File: src/rtl/hazard_scoreboard_if.sv
// Decode-side bundle between the ID stage and the hazard scoreboard:
// decode operands, redirect, and the stall/issue/flush/busy controls.
interface hazard_scoreboard_if #(
    parameter int REG_ADDR_W = 3
);
    localparam int NUM_REGS = 2 ** REG_ADDR_W;

    logic                  id_valid;
    logic [REG_ADDR_W-1:0] id_rs_addr;
    logic [REG_ADDR_W-1:0] id_rt_addr;
    logic                  id_rs_used;
    logic                  id_rt_used;
    logic [REG_ADDR_W-1:0] id_d0_addr;
    logic [REG_ADDR_W-1:0] id_d1_addr;
    logic                  id_d0_wr;
    logic                  id_d1_wr;
    logic                  pc_redirect;
    logic                  stall_decode;
    logic                  issue;
    logic                  flush_fetch;
    logic [NUM_REGS-1:0]   busy_mask;
    logic [15:0]           stall_count;

    // Decode stage / pipeline control side
    modport master (
        output id_valid, id_rs_addr, id_rt_addr, id_rs_used, id_rt_used,
               id_d0_addr, id_d1_addr, id_d0_wr, id_d1_wr, pc_redirect,
        input  stall_decode, issue, flush_fetch, busy_mask, stall_count
    );

    // Scoreboard side
    modport slave (
        input  id_valid, id_rs_addr, id_rt_addr, id_rs_used, id_rt_used,
               id_d0_addr, id_d1_addr, id_d0_wr, id_d1_wr, pc_redirect,
        output stall_decode, issue, flush_fetch, busy_mask, stall_count
    );
endinterface

File: src/rtl/hazard_scoreboard.sv
// Decode-stage hazard scoreboard: tracks in-flight register writes (up to two
// destinations per instruction) in a shift register, stalls decode on RAW
// hazards, cancels young wrong-path entries on redirect and sequences the
// multi-cycle fetch flush.
module hazard_scoreboard #(
    parameter int REG_ADDR_W   = 3,
    parameter int WB_LAT       = 3,
    parameter int KILL_DEPTH   = 1,
    parameter int FLUSH_CYCLES = 2,
    parameter int RF_BYPASS    = 0
) (
    input  logic               clk,
    input  logic               rst_n,
    hazard_scoreboard_if.slave bus
);
    localparam int NUM_REGS = 2 ** REG_ADDR_W;
    // With a bypassing register file the slot writing this cycle is not a hazard
    localparam int WIN      = (RF_BYPASS != 0) ? WB_LAT - 1 : WB_LAT;
    localparam int CNT_W    = $clog2(FLUSH_CYCLES) + 1;

    localparam logic [0:0] ST_IDLE  = 1'b0;
    localparam logic [0:0] ST_FLUSH = 1'b1;

    localparam logic [CNT_W-1:0] CNT_RELOAD = CNT_W'(FLUSH_CYCLES - 1);
    localparam logic [CNT_W-1:0] CNT_ONE    = CNT_W'(1);

    typedef struct packed {
        logic                  d0_wr;
        logic [REG_ADDR_W-1:0] d0_addr;
        logic                  d1_wr;
        logic [REG_ADDR_W-1:0] d1_addr;
    } slot_t;

    slot_t               r_slot [WB_LAT];
    logic [0:0]          r_state;
    logic [CNT_W-1:0]    r_flush_cnt;
    logic [15:0]         r_stall_count;

    slot_t               w_dec_rec;
    logic [NUM_REGS-1:0] w_pending;
    logic                w_stall;
    logic                w_issue;
    logic                w_flush_active;

    assign w_dec_rec = '{d0_wr:   bus.id_d0_wr,
                         d0_addr: bus.id_d0_addr,
                         d1_wr:   bus.id_d1_wr,
                         d1_addr: bus.id_d1_addr};

    // Per-register pending-write flags from the slots inside the busy window
    always_comb begin
        // NOTE: default first so every path assigns w_pending and no latch is inferred.
        w_pending = '0;
        for (int k = 0; k < WIN; k++) begin
            if (r_slot[k].d0_wr) w_pending[r_slot[k].d0_addr] = 1'b1;
            if (r_slot[k].d1_wr) w_pending[r_slot[k].d1_addr] = 1'b1;
        end
    end

    assign w_flush_active = (r_state == ST_FLUSH);
    // Only sources are compared; the decode instruction's own destinations never stall it
    assign w_stall = bus.id_valid &
                     ((bus.id_rs_used & w_pending[bus.id_rs_addr]) |
                      (bus.id_rt_used & w_pending[bus.id_rt_addr]));
    assign w_issue = bus.id_valid & ~w_stall & ~bus.pc_redirect & ~w_flush_active;

    assign bus.stall_decode = w_stall;
    assign bus.issue        = w_issue;
    assign bus.flush_fetch  = bus.pc_redirect | w_flush_active;
    assign bus.busy_mask    = w_pending;
    assign bus.stall_count  = r_stall_count;

    // Scoreboard shift: new record enters slot 0, redirect empties the youngest slots
    always_ff @(posedge clk or negedge rst_n) begin
        if (!rst_n) begin
            // NOTE: the slots are a handful of flops, not a RAM; clearing them on reset
            // is what guarantees busy_mask and stall_decode come out of reset at zero.
            for (int k = 0; k < WB_LAT; k++) r_slot[k] <= '0;
        end else begin
            // NOTE: non-blocking assignments so every slot shifts from its pre-edge neighbour.
            r_slot[0] <= w_issue ? w_dec_rec : '0;
            for (int k = 1; k < WB_LAT; k++) begin
                if (bus.pc_redirect && (k <= KILL_DEPTH)) r_slot[k] <= '0;
                else                                      r_slot[k] <= r_slot[k-1];
            end
        end
    end

    // Flush sequencer: holds flush_fetch for FLUSH_CYCLES-1 cycles after a redirect
    always_ff @(posedge clk or negedge rst_n) begin
        if (!rst_n) begin
            r_state     <= ST_IDLE;
            r_flush_cnt <= '0;
        end else begin
            case (r_state)
                ST_IDLE: begin
                    if (bus.pc_redirect && (FLUSH_CYCLES > 1)) begin
                        r_state     <= ST_FLUSH;
                        r_flush_cnt <= CNT_RELOAD;
                    end
                end
                ST_FLUSH: begin
                    if (bus.pc_redirect) begin
                        r_flush_cnt <= CNT_RELOAD;
                    end else if (r_flush_cnt == CNT_ONE) begin
                        r_state <= ST_IDLE;
                    end else begin
                        r_flush_cnt <= r_flush_cnt - CNT_ONE;
                    end
                end
                default: r_state <= ST_IDLE;
            endcase
        end
    end

    // Saturating count of cycles in which decode was stalled
    always_ff @(posedge clk or negedge rst_n) begin
        if (!rst_n) begin
            r_stall_count <= '0;
        end else if (w_stall && (r_stall_count != 16'hFFFF)) begin
            r_stall_count <= r_stall_count + 16'd1;
        end
    end
endmodule
File: src/flat_wrapper.sv
// flat-port wrapper written by rule: the top's interface ports become plain ports
module hazard_scoreboard_flat 
#(
    parameter int REG_ADDR_W   = 3,
    parameter int WB_LAT       = 3,
    parameter int KILL_DEPTH   = 1,
    parameter int FLUSH_CYCLES = 2,
    parameter int RF_BYPASS    = 0
)
  (clk, rst_n, bus_id_valid, bus_id_rs_addr, bus_id_rt_addr, bus_id_rs_used, bus_id_rt_used, bus_id_d0_addr, bus_id_d1_addr, bus_id_d0_wr, bus_id_d1_wr, bus_pc_redirect, bus_stall_decode, bus_issue, bus_flush_fetch, bus_busy_mask, bus_stall_count);
  hazard_scoreboard_if #(.REG_ADDR_W(REG_ADDR_W)) bus_i ();
  input  logic clk;
  input  logic rst_n;
  input wire logic [$bits(bus_i.id_valid)-1:0] bus_id_valid;
  input wire logic [$bits(bus_i.id_rs_addr)-1:0] bus_id_rs_addr;
  input wire logic [$bits(bus_i.id_rt_addr)-1:0] bus_id_rt_addr;
  input wire logic [$bits(bus_i.id_rs_used)-1:0] bus_id_rs_used;
  input wire logic [$bits(bus_i.id_rt_used)-1:0] bus_id_rt_used;
  input wire logic [$bits(bus_i.id_d0_addr)-1:0] bus_id_d0_addr;
  input wire logic [$bits(bus_i.id_d1_addr)-1:0] bus_id_d1_addr;
  input wire logic [$bits(bus_i.id_d0_wr)-1:0] bus_id_d0_wr;
  input wire logic [$bits(bus_i.id_d1_wr)-1:0] bus_id_d1_wr;
  input wire logic [$bits(bus_i.pc_redirect)-1:0] bus_pc_redirect;
  output wire logic [$bits(bus_i.stall_decode)-1:0] bus_stall_decode;
  output wire logic [$bits(bus_i.issue)-1:0] bus_issue;
  output wire logic [$bits(bus_i.flush_fetch)-1:0] bus_flush_fetch;
  output wire logic [$bits(bus_i.busy_mask)-1:0] bus_busy_mask;
  output wire logic [$bits(bus_i.stall_count)-1:0] bus_stall_count;
  assign bus_i.id_valid = bus_id_valid;
  assign bus_i.id_rs_addr = bus_id_rs_addr;
  assign bus_i.id_rt_addr = bus_id_rt_addr;
  assign bus_i.id_rs_used = bus_id_rs_used;
  assign bus_i.id_rt_used = bus_id_rt_used;
  assign bus_i.id_d0_addr = bus_id_d0_addr;
  assign bus_i.id_d1_addr = bus_id_d1_addr;
  assign bus_i.id_d0_wr = bus_id_d0_wr;
  assign bus_i.id_d1_wr = bus_id_d1_wr;
  assign bus_i.pc_redirect = bus_pc_redirect;
  assign bus_stall_decode = bus_i.stall_decode;
  assign bus_issue = bus_i.issue;
  assign bus_flush_fetch = bus_i.flush_fetch;
  assign bus_busy_mask = bus_i.busy_mask;
  assign bus_stall_count = bus_i.stall_count;
  hazard_scoreboard #(.REG_ADDR_W(REG_ADDR_W), .WB_LAT(WB_LAT), .KILL_DEPTH(KILL_DEPTH), .FLUSH_CYCLES(FLUSH_CYCLES), .RF_BYPASS(RF_BYPASS)) u_core (.clk(clk), .rst_n(rst_n), .bus(bus_i));
endmodule
File: config.mk
export PLATFORM = sky130hd
export DESIGN_NAME = hazard_scoreboard_flat
export DESIGN_NICKNAME = d
export VERILOG_FILES = /design/src/rtl/hazard_scoreboard_if.sv /design/src/rtl/hazard_scoreboard.sv /design/src/flat_wrapper.sv
export SDC_FILE = /design/constraint.sdc
export NUM_CORES = 1
export LEC_CHECK = 0
export ABC_CLOCK_PERIOD_IN_PS = 2900
export CAP_MARGIN = 20
export CORE_MARGIN = 8
export CORE_UTILIZATION = 40
export DETAILED_ROUTE_END_ITERATION = 8
export PLACE_DENSITY = 0.67
export SLEW_MARGIN = 20
export SYNTH_ARGS = -nofsm -noshare
export SYNTH_HDL_FRONTEND = slang
export SYNTH_SLANG_ARGS = --single-unit
File: constraint.sdc
create_clock -name clk -period 2.9 [get_ports clk]
set_input_delay 0.58 -clock clk [delete_from_list [all_inputs] [get_ports clk]]
set_output_delay 0.58 -clock clk [all_outputs]
set_load 0.03 [all_outputs]
==> insert_results.sql <==
INSERT INTO impl_metrics (metric_group, metric, value, unit) VALUES
('run_status', 'failed_checks', 'negative setup slack', ''),
('setup_path', 'worst_r2r_endpoint', 'u_core.r_slot[20]', ''),
('setup_path', 'critical_path_required', '2.32', 'ns'),
('timing', 'fin_setup_tns', '-0.8182', 'ns'),
('grt', 'maximum_number_of_pins_on_one_net_before_global_route_repair', '44', ''),
('cells_and_area', 'synthToLayoutAreaGrowth', '55.25', '%'),
('timing', 'max-slew-margin-rel', '36.99', '%'),
('clocking', 'tritoncts_num_sinks', '43', ''),
('cells_and_area', 'num-nets-final', '374', ''),
('setup_path', 'rrSetupSlack', '0.30', 'ns'),
('routing', 'post-route-drc-count', '0', ''),
('floorplanning', 'core_area', '0.005886', 'mm²'),
('synthesis', 'async_reset_ff_share', '100.0', '%'),
('synthesis', 'yosysWarnings', '0', ''),
('pwr', 'power.leakage', '1.701', 'nW'),
('clocking', 'cts_max_level', '2', ''),
('synthesis', 'synth_top_flop_cell', 'dfrtp_1', ''),
('routing', 'wl_per_cell', '15.64', 'µm'),
('synthesis', 'post_synthesis_net_count', '261', ''),
('grt', 'grt.total_usage', '15.88', '%'),
('clocking', 'clkLatencyLatePin', '0.30', 'ns'),
('setup_path', 'timing.critical_path.from_type', 'flip-flop', ''),
('synthesis', 'ys_seq_elements', '43', ''),
('floorplanning', 'die_area', '0.008832', 'mm²'),
('pwr', 'switching_power', '0.0004496', 'W'),
('routing', 'via_per_inst', '5.388', ''),
('timing', 'finalMaxSlewViolations', '0', ''),
('timing', 'hold_viol', '0', ''),
('pwr', 'power_density_cells', '394.9', 'mW/mm²'),
('timing', 'timing.final.setup_violations', '2', ''),
('routing', 'drt-initial-drc-count', '89', ''),
('grt', 'grt_overflow', '0', ''),
('clocking', 'ctsLongestPathBuffers', '2', ''),
('pwr', 'seq_power_share', '46.7', '%'),
('setup_path', 'end_kind', 'primary output', ''),
('hold_path', 'hold_path.class', 'in -> async', ''),
('clocking', 'numCtsBuffers', '5', ''),
('clocking', 'cts_hold_repair.buffers', '0', ''),
('synthesis', 'synth.distinct_cells', '51', ''),
('pwr', 'power.share.switching', '30.15', '%'),
('synthesis', 'synth_top_family_by_area', 'simple AND/OR/NAND/NOR gates', ''),
('synthesis', 'post-synth-top-area-fraction', '44.24', '%'),
('floorplanning', 'chipWidth', '93.98', 'µm'),
('routing', 'routed_wirelength', '6.692', 'mm'),
('run_status', 'outcome', 'complete, but fails checks', ''),
('placement', 'dp_worst_setup_slack', '-0.4418', 'ns'),
('setup_path', 'worstPathMaxFanout', '4', ''),
('synthesis', 'synth.area.mux_share', '0.8745', '%'),
('synthesis', 'mapped_cell_area', '0.002432', 'mm²'),
('pwr', 'fin_total_pwr', '0.001491', 'W'),
('floorplanning', 'initial_core_util', '41.33', '%'),
('synthesis', 'netlist_top_cells_count', 'dfrtp_1 (43), inv_1 (17), nand3_1 (14)', ''),
('pwr', 'irDropWorstVdd', '0.4364', 'mV'),
('cells_and_area', 'final_layout_size_suffix_gt1_share', '33.99', '%'),
('pwr', 'comb_power_share', '24.6', '%'),
('placement', 'cell_area_reported_after_detailed_placement', '0.003432', 'mm²'),
('synthesis', 'synth_simple_gate_area_share', '35.96', '%'),
('synthesis', 'postSynthAreaPerCell', '10.18', 'µm²'),
('cells_and_area', 'antennaDiodeCount', '0', ''),
('synthesis', 'post_synth_xor_area_fraction', '5.401', '%'),
('routing', 'antenna_violating_nets_post_route', '0', ''),
('clocking', 'tritoncts', 'done', ''),
('cells_and_area', 'stdcell_area', '0.003776', 'mm²'),
('floorplanning', 'die_h', '93.98', 'µm'),
('setup_path', 'worstReg2RegStart', 'u_core.r_slot[7]', ''),
('timing', 'timing.final.ws_setup', '-0.4348', 'ns'),
('synthesis', 'synthTopCellsByArea', 'dfrtp_1 (44%), xnor2_1 (4.7%), nor4bb_1 (4.1%), nand4b_1 (4.0%), nand4_1 (3.1%)', ''),
('synthesis', 'fraction_of_the_mapped_netlist_area_in_compound_gates', '8.745', '%'),
('run', 'maxCapViolCount', '0', ''),
('grt', 'grt_first_pass_wirelength', '11.12', 'mm'),
('placement', 'io_buffer_count', '46', '');
-- worst max path at each step --
stage	from	end	slack (ns)	depth (start not counted)
after floorplan	u_core.r_slot[11]	bus_issue	-0.009	9
after global placement	bus_id_rt_addr[0]	bus_issue	-0.40	9
after detailed placement	bus_id_rs_addr[2]	bus_issue	-0.44	8
after CTS	u_core.r_slot[7]	bus_issue	-0.41	9
after global routing	u_core.r_slot[7]	bus_issue	-0.56	13
final	u_core.r_slot[7]	bus_issue	-0.43	13
-- cell families after synthesis --
family / after synthesis
and+or+nand+nor: 128
DFF: 43
AOI/OAI and AO/OA: 27
buffers and inverters: 22
xor gates and xnor gates: 15
muxes: 2
adders and majority gates: 2
-- critical path, cell delays in order, from the launching register on --
cell,delay [ns]
dfrtp_1,0.44
buf_6,0.14
buf_4,0.12
nor4bb_1,0.12
a311oi_1,0.22
buf_4,0.17
nand3_1,0.11
o311ai_4,0.12
a2111oi_2,0.06
buf_4,0.15
a32o_2,0.23
or3_4,0.36
clkinvlp_4,0.08
buf_6,0.12
-- placed cells by master, fill, tap and decap left out, drive strengths merged, types with 3 or more instances in the layout --
master	synthesis	final
nor4	3	3
nand4b	11	11
and3	9	9
nand3	14	14
nor2b	8	8
xnor2	13	13
nor4bb	10	10
a311oi	3	3
a211o	3	3
clkbuf	3	7
inv	17	16
dlygate4sd2	0	3
nor2	18	18
and4bb	4	4
nor4b	5	5
clkdlybuf4s50	0	38
nand4	12	12
a31oi	5	5
dfrtp	43	43
nand2	12	12
nand2b	5	5
and2	5	5
buf	2	68
-- registers in the layout, indices dropped and copies added, names as in the netlist --
register	count
u_core.r_slot	24
u_core.r_flush_cnt	2
u_core.bus.stall_count	16
u_core.r_state	1
-- what timing repair did --
action | CTS | global route
gates resized for setup | 26 | 12
buffers inserted | 6 | 2
setup endpoints to repair | 5 | 5
pin swaps | 7 | 3
-- power groups by stage --
stage | Clock, W | Sequential (W) | Combinational, W
floorplan | 0 | 0.000767 | 0.000107
global placement | 0 | 0.000705 | 0.000340
detailed placement | 0 | 0.000707 | 0.000348
CTS | 0.000440 | 0.000695 | 0.000366
global route | 0.000471 | 0.000703 | 0.000392
finish | 0.000428 | 0.000696 | 0.000367
-- stage by stage --
step	std cells	util [%]	hold slack [ns]
floorplan	239	-	0.2844
CTS	426	62.99	0.4571
global placement	412	58.31	0.4534
global route	428	64.16	0.4942
finish	428	64.16	0.4224
detailed placement	412	58.31	0.4698
-- per-layer routing --
| metal | part of all wire, % | up-vias | GRT usage (%) |
|---|---|---|---|
| li1 | - | 1117 | - |
| met3 | 3.5 | 10 | 2.718 |
| met4 | 2.2 | 0 | 6.605 |
| met5 | 0 | - | 0 |
| met2 | 49 | 48 | 25.61 |
| met1 | 45 | 1131 | 20.45 |
-- layout make-up --
| class | count | area, µm² | area share, % |
|---|---|---|---|
| inverters | 17 | 67.56 | 1.789 |
| clock inverters | 1 | 7.507 | 0.1988 |
| clock buffers | 7 | 96.34 | 2.551 |
| multi-input cells | 174 | 1454 | 38.50 |
| well taps | 75 | 93.84 | 2.485 |
| repair buffers | 111 | 974.7 | 25.81 |
| flip-flops and latches | 43 | 1082 | 28.66 |
Power figures use the tool's default switching activity.
